<file path="src/rtl/ecap5_dproc_pkg.sv">
// Shared definitions for the ECAP5-DPROC pipeline: data widths and load size encodings.
package ecap5_dproc_pkg;

    localparam int XLEN       = 32;
    localparam int REG_ADDR_W = 5;

    localparam logic [1:0] LOAD_BYTE = 2'd0;
    localparam logic [1:0] LOAD_HALF = 2'd1;
    localparam logic [1:0] LOAD_WORD = 2'd2;

    // Extend a value whose meaningful part is its low 'bits' bits; bits above are zero on entry.
    function automatic logic [XLEN-1:0] extend_low(input logic [XLEN-1:0] value,
                                                   input logic            sign_bit,
                                                   input logic            zero_ext,
                                                   input logic [XLEN-1:0] keep_mask);
        logic [XLEN-1:0] fill;
        fill = (sign_bit && !zero_ext) ? ~keep_mask : {XLEN{1'b0}};
        return (value & keep_mask) | fill;
    endfunction

endpackage

</file>
<file path="src/rtl/writeback_load_align.sv">
// load_align: shifts a raw bus word by the byte offset and extends byte/half loads.
// Purely combinational so it can be unit-tested on its own.
module load_align
    import ecap5_dproc_pkg::*;
(
    input  logic [XLEN-1:0] i_mem_data,
    input  logic [1:0]      i_offset,
    input  logic [1:0]      i_size,
    input  logic            i_is_unsigned,
    output logic [XLEN-1:0] o_data
);

    logic [XLEN-1:0] w_shifted;

    // Shift by whole bytes; zeros enter from the top, which handles a misaligned half at offset 3.
    always_comb begin
        w_shifted = i_mem_data >> {i_offset, 3'b000};
    end

    // Select and extend according to the access size; the reserved encoding behaves as a word.
    always_comb begin
        o_data = i_mem_data;
        case (i_size)
            LOAD_BYTE: o_data = extend_low(w_shifted, w_shifted[7], i_is_unsigned,
                                           32'h0000_00FF);
            LOAD_HALF: o_data = extend_low(w_shifted, w_shifted[15], i_is_unsigned,
                                           32'h0000_FFFF);
            LOAD_WORD: o_data = i_mem_data;
            default:   o_data = i_mem_data;
        endcase
    end

endmodule

</file>
<file path="src/rtl/writeback.sv">
// writeback: final ECAP5-DPROC stage. Accepts retiring instructions, aligns load data,
// registers the register-file write and counts retired instructions.
// Optional feature macro: WRITEBACK_FORWARD_EN adds a same-cycle bypass (fwd_* ports).
module writeback
    import ecap5_dproc_pkg::*;
#(
    parameter logic [63:0] RESET_INSTRET = 64'd0
) (
    input  logic                  clk_i,
    input  logic                  rst_i,
    input  logic                  input_valid_i,
    output logic                  input_ready_o,
    input  logic                  halt_i,
    input  logic                  reg_write_i,
    input  logic [REG_ADDR_W-1:0] reg_addr_i,
    input  logic [XLEN-1:0]       result_i,
    input  logic                  load_i,
    input  logic [1:0]            load_size_i,
    input  logic                  load_unsigned_i,
    input  logic [1:0]            load_offset_i,
    input  logic [XLEN-1:0]       mem_data_i,
`ifdef WRITEBACK_FORWARD_EN
    output logic                  fwd_valid_o,
    output logic [REG_ADDR_W-1:0] fwd_addr_o,
    output logic [XLEN-1:0]       fwd_data_o,
`endif
    output logic                  write_o,
    output logic [REG_ADDR_W-1:0] waddr_o,
    output logic [XLEN-1:0]       wdata_o,
    output logic [63:0]           instret_o
);

    logic                  w_ready;
    logic                  w_transfer;
    logic                  w_wen;
    logic [XLEN-1:0]       w_load_data;
    logic [XLEN-1:0]       w_data;

    logic                  r_write;
    logic [REG_ADDR_W-1:0] r_waddr;
    logic [XLEN-1:0]       r_wdata;
    logic [63:0]           r_instret;

    load_align u_load_align (
        .i_mem_data    (mem_data_i),
        .i_offset      (load_offset_i),
        .i_size        (load_size_i),
        .i_is_unsigned (load_unsigned_i),
        .o_data        (w_load_data)
    );

    // Handshake, x0 suppression and result selection for the incoming instruction.
    always_comb begin
        w_ready    = !rst_i && !halt_i;
        w_transfer = input_valid_i && w_ready;
        w_wen      = reg_write_i && (reg_addr_i != 5'd0);
        if (load_i) begin
            w_data = w_load_data;
        end else begin
            w_data = result_i;
        end
    end

    // Output register and retired-instruction counter; write is a single-cycle pulse.
    always_ff @(posedge clk_i) begin
        if (rst_i) begin
            r_write   <= 1'b0;
            r_waddr   <= 5'd0;
            r_wdata   <= 32'd0;
            r_instret <= RESET_INSTRET;
        end else begin
            r_write <= w_transfer && w_wen;
            if (w_transfer) begin
                r_waddr   <= reg_addr_i;
                r_wdata   <= w_data;
                r_instret <= r_instret + 64'd1;
            end else begin
                r_waddr   <= r_waddr;
                r_wdata   <= r_wdata;
                r_instret <= r_instret;
            end
        end
    end

    assign input_ready_o = w_ready;
    assign write_o       = r_write;
    assign waddr_o       = r_waddr;
    assign wdata_o       = r_wdata;
    assign instret_o     = r_instret;

`ifdef WRITEBACK_FORWARD_EN
    // Same-cycle bypass of the transfer being accepted, so decode can skip the register file.
    always_comb begin
        fwd_valid_o = w_transfer && w_wen;
        fwd_addr_o  = reg_addr_i;
        fwd_data_o  = w_data;
    end
`endif

endmodule

</file>
<file path="config.mk">
export PLATFORM = sky130hd
export DESIGN_NAME = writeback
export DESIGN_NICKNAME = d
export VERILOG_FILES = /design/src/rtl/ecap5_dproc_pkg.sv /design/src/rtl/writeback_load_align.sv /design/src/rtl/writeback.sv
export SDC_FILE = /design/constraint.sdc
export NUM_CORES = 1
export LEC_CHECK = 0
export CORE_ASPECT_RATIO = 0.7
export CORE_MARGIN = 2
export CORE_UTILIZATION = 45
export CTS_BUF_LIST = sky130_fd_sc_hd__clkbuf_8
export DETAILED_ROUTE_END_ITERATION = 10
export PLACE_DENSITY = 0.79
export RECOVER_POWER = 25
export SLEW_MARGIN = 20
export SYNTH_ARGS = -nofsm -noshare
export SYNTH_HDL_FRONTEND = slang
export SYNTH_HIERARCHICAL = 1
export SYNTH_SLANG_ARGS = --single-unit
</file>
<file path="constraint.sdc">
create_clock -name clk_i -period 4.75 [get_ports clk_i]
set_input_delay 0.7125 -clock clk_i [delete_from_list [all_inputs] [get_ports clk_i]]
set_output_delay 0.7125 -clock clk_i [all_outputs]
set_load 0.1 [all_outputs]
</file>
==> qor.yml <==
timing:
  setup_ws_ns: 1.040
  grt_setup_unrepaired: "no"
  finalHoldViolations: 0
  setup-tns-final_ns: 0
  finalSetupViolations: 0
  tightest_slew_ns: 2.095
  finalMaxSlewViolations: 43
  fin_skew_ns: 0.009846
  fmax_mhz: 269.5
  period_needed_ns: 3.710
  relSlewSlack_pct: -39.77
  post-route-period-util_pct: 78.11
power_and_ir_drop:
  ir_worst_vdd_mv: 0.1695
  p_leak_nw: 2.665
  p_per_area_nw_per_um2: 238.8
placement:
  io_buffers: 182
  dp.cells: 951
  gp_congestion: 0.9303
  dp_hpwl_um: 12500
  place_ws_ns: 1.115
  placedInstanceArea_um2: 7272
worst_setup_path:
  endpoint_kind: "flip-flop"
  critPathKind: "input port to flip-flop"
  rr_endpoint: "instret_o[60]"
  path_buf_inv: 2
  r2r_slack_ns: 1.82
  crit_chain: "dlygate4sd3_1 -> or3b_1 -> nor3_1 -> clkbuf_1 -> nand4_1 -> or4_1 -> a21oi_1"
  cp_slowest_stage_delay_ns: 0.62
  worstSetupStartpoint: "halt_i"
  critPathSlowestCell: "or3b_1"
  required_ns: 5.04
  crit_cells: 7
  timing.rr.start: "instret_o[0]"
  reg2regPathDepth: 7
  critPathMaxFanout: 16
  path_delay_family: "simple AND/OR/NAND/NOR gates"
  cp_data_arrival_time_ns: 4.00
  start_kind: "input port"
floorplanning:
  start_util_pct: 46.19
  rows: 33
  fp.coreArea_um2: 11690
  dieHeight_um: 95.63
  die_x_um: 134.9
  die_area_um2: 12900
  io_pins: 183
clock_network:
  postCtsSetupBuffers: 0
  ctsHoldBuffers: 0
  clock_path_buffers: 2
  cts_buffers: 9
  clk_pin_slew_ns: 0.11
  clock-sinks: 102
  ctsHtreeMaxLevel: 3
  cts_tree: "done"
  clk_root_buffer_cell: "clkbuf_8"
  insertion_delay_ns: 0.37
  ctsResizeCount: 0
grt:
  grt_pass1_vias: 5118
  grt_overflow: 0
  antenna_found_initial: 0
  grt_start_max_net_pins: 84
  grt_use_total_pct: 26.21
  grt_pass1_wl_um: 26880
logic_synthesis:
  synth.most_common_cell: "dfxtp_1"
  syn_area_per_cell_um2: 8.330
  syn_area_um2: 5398
  synth_cells: 648
  ys_seq_elements: 102
  synth_top_area_cell: "dfxtp_1"
  synthFlopType: "dfxtp_1"
  ys_warn_count: 6
  synth_nets: 729
  synth_top_area_share_pct: 37.83
  yosysUniqueCellTypes: 49
  synth_common_cells: "dfxtp_1, nor2_1, nand2_1"
  seq_area_frac_synth_pct: 37.83
  synth_edf_count: 0
  ys_async_sr_fraction_pct: 0
  synthTopCellsByArea: "dfxtp_1, mux2i_1, nor2_1"
finish:
  antenna-diode-count: 0
  layout-drive-gt1-share_pct: 3.704
  nNetsFinal: 886
  area_growth_pct: 37.76
  nFillCells: 1015
  fin_area_um2: 7436
  fin_cells: 967
status:
  violations: "capacitance limit, slew limit"
  status: "finished with violations"
detailed_routing:
  drt_wl_total_um: 16910
  drc: 0
  wire_per_inst_um: 17.49
  drt_first_pass_iters: 7
  vias: 5547
  via_per_inst: 5.736
  drtIter0Drc: 329
  ant_nets: 0
flow_run:
  max_cap_viol_count: 1
hold_path:
  worstHoldStart: "waddr_o[3]"
  min_to: "waddr_o[3]"
  holdPathStages: 2
  hp-class: "flip-flop to flip-flop"
-- per-layer routing --
metal	up-vias	track usage [%]	part of all wire, %	wire length, um
met5	-	0	0	0
met4	0	6.842	1.7	295
met3	24	5.901	6.6	1111
met2	208	41.24	44	7456
met1	2631	36.40	48	8045
li1	2684	-	-	-
-- metrics by stage --
| stage | hold WS [ns] | util (%) | power [W] |
|---|---|---|---|
| after global placement | 0.4608 | 62.23 | 0.001285 |
| after detailed placement | 0.4682 | 62.23 | 0.001290 |
| after global routing | 0.5100 | 63.64 | 0.001843 |
| after floorplan | 0.8115 | - | 0.001155 |
| after CTS | 0.4870 | 63.72 | 0.001794 |
| final | 0.4835 | 63.64 | 0.001776 |
-- sequential cells by signal, indices dropped and copies added (netlist names) --
register	count
waddr_o	5
write_o	1
wdata_o	32
instret_o	64
-- layout make-up --
cell class / instances / area, um2 / share of cell area, %
sequential: 102 / 2042 / 27.46
multi-input combinational: 494 / 3137 / 42.18
clock inverter: 7 / 50.05 / 0.6731
clock buffer: 9 / 123.9 / 1.666
timing repair buffer: 187 / 1846 / 24.82
inverter: 11 / 41.29 / 0.5553
tap: 157 / 196.4 / 2.642
-- how the worst max path moves through the flow --
stage,to
detailed placement,wdata_o[16]
global route,instret_o[60]
finish,instret_o[60]
CTS,wdata_o[16]
floorplan,wdata_o[0]
global placement,wdata_o[16]
-- tightest hold or removal path: stages, from the launching register on --
cell and delay, ns:
dfxtp_1 0.33, nand3b_1 0.07, nand2_1 0.05
-- cells by family after synthesis --
group / synth area share, %
multiplexers: 7.858
flip-flops: 37.83
AO/OA/AOI/OAI: 17.41
AND/OR/NAND/NOR: 27.19
adder cells (fa/ha/maj): 0.2318
XOR/XNOR: 5.517
buffers and inverters: 3.964
-- cells in the final DEF, fill, tap and decap left out, types with 6 or more instances in the layout --
cell type | netlist | layout
xor2_1 | 23 | 23
clkdlybuf4s50_1 | 0 | 157
nor2_1 | 74 | 74
o31ai_1 | 14 | 14
nand4_1 | 33 | 33
o2bb2ai_1 | 6 | 6
a211oi_1 | 33 | 33
dlygate4sd3_1 | 0 | 23
or3_1 | 23 | 23
or4_1 | 7 | 7
xnor2_1 | 11 | 11
a21oi_1 | 30 | 30
nand3b_1 | 12 | 12
dfxtp_1 | 102 | 102
mux2i_1 | 39 | 39
o21ai_1 | 10 | 10
inv_1 | 10 | 12
o211a_1 | 7 | 7
clkbuf_8 | 0 | 9
a22o_1 | 6 | 6
and4_1 | 7 | 7
o21ai_0 | 30 | 30
nand3_1 | 21 | 21
nand2_1 | 66 | 66
-- where the power goes --
group          switching [W]  internal, W
clock               0.000313     0.000193
sequential        0.00000992     0.000872
combinational       0.000250     0.000138
(Power assumes the default switching activity.)
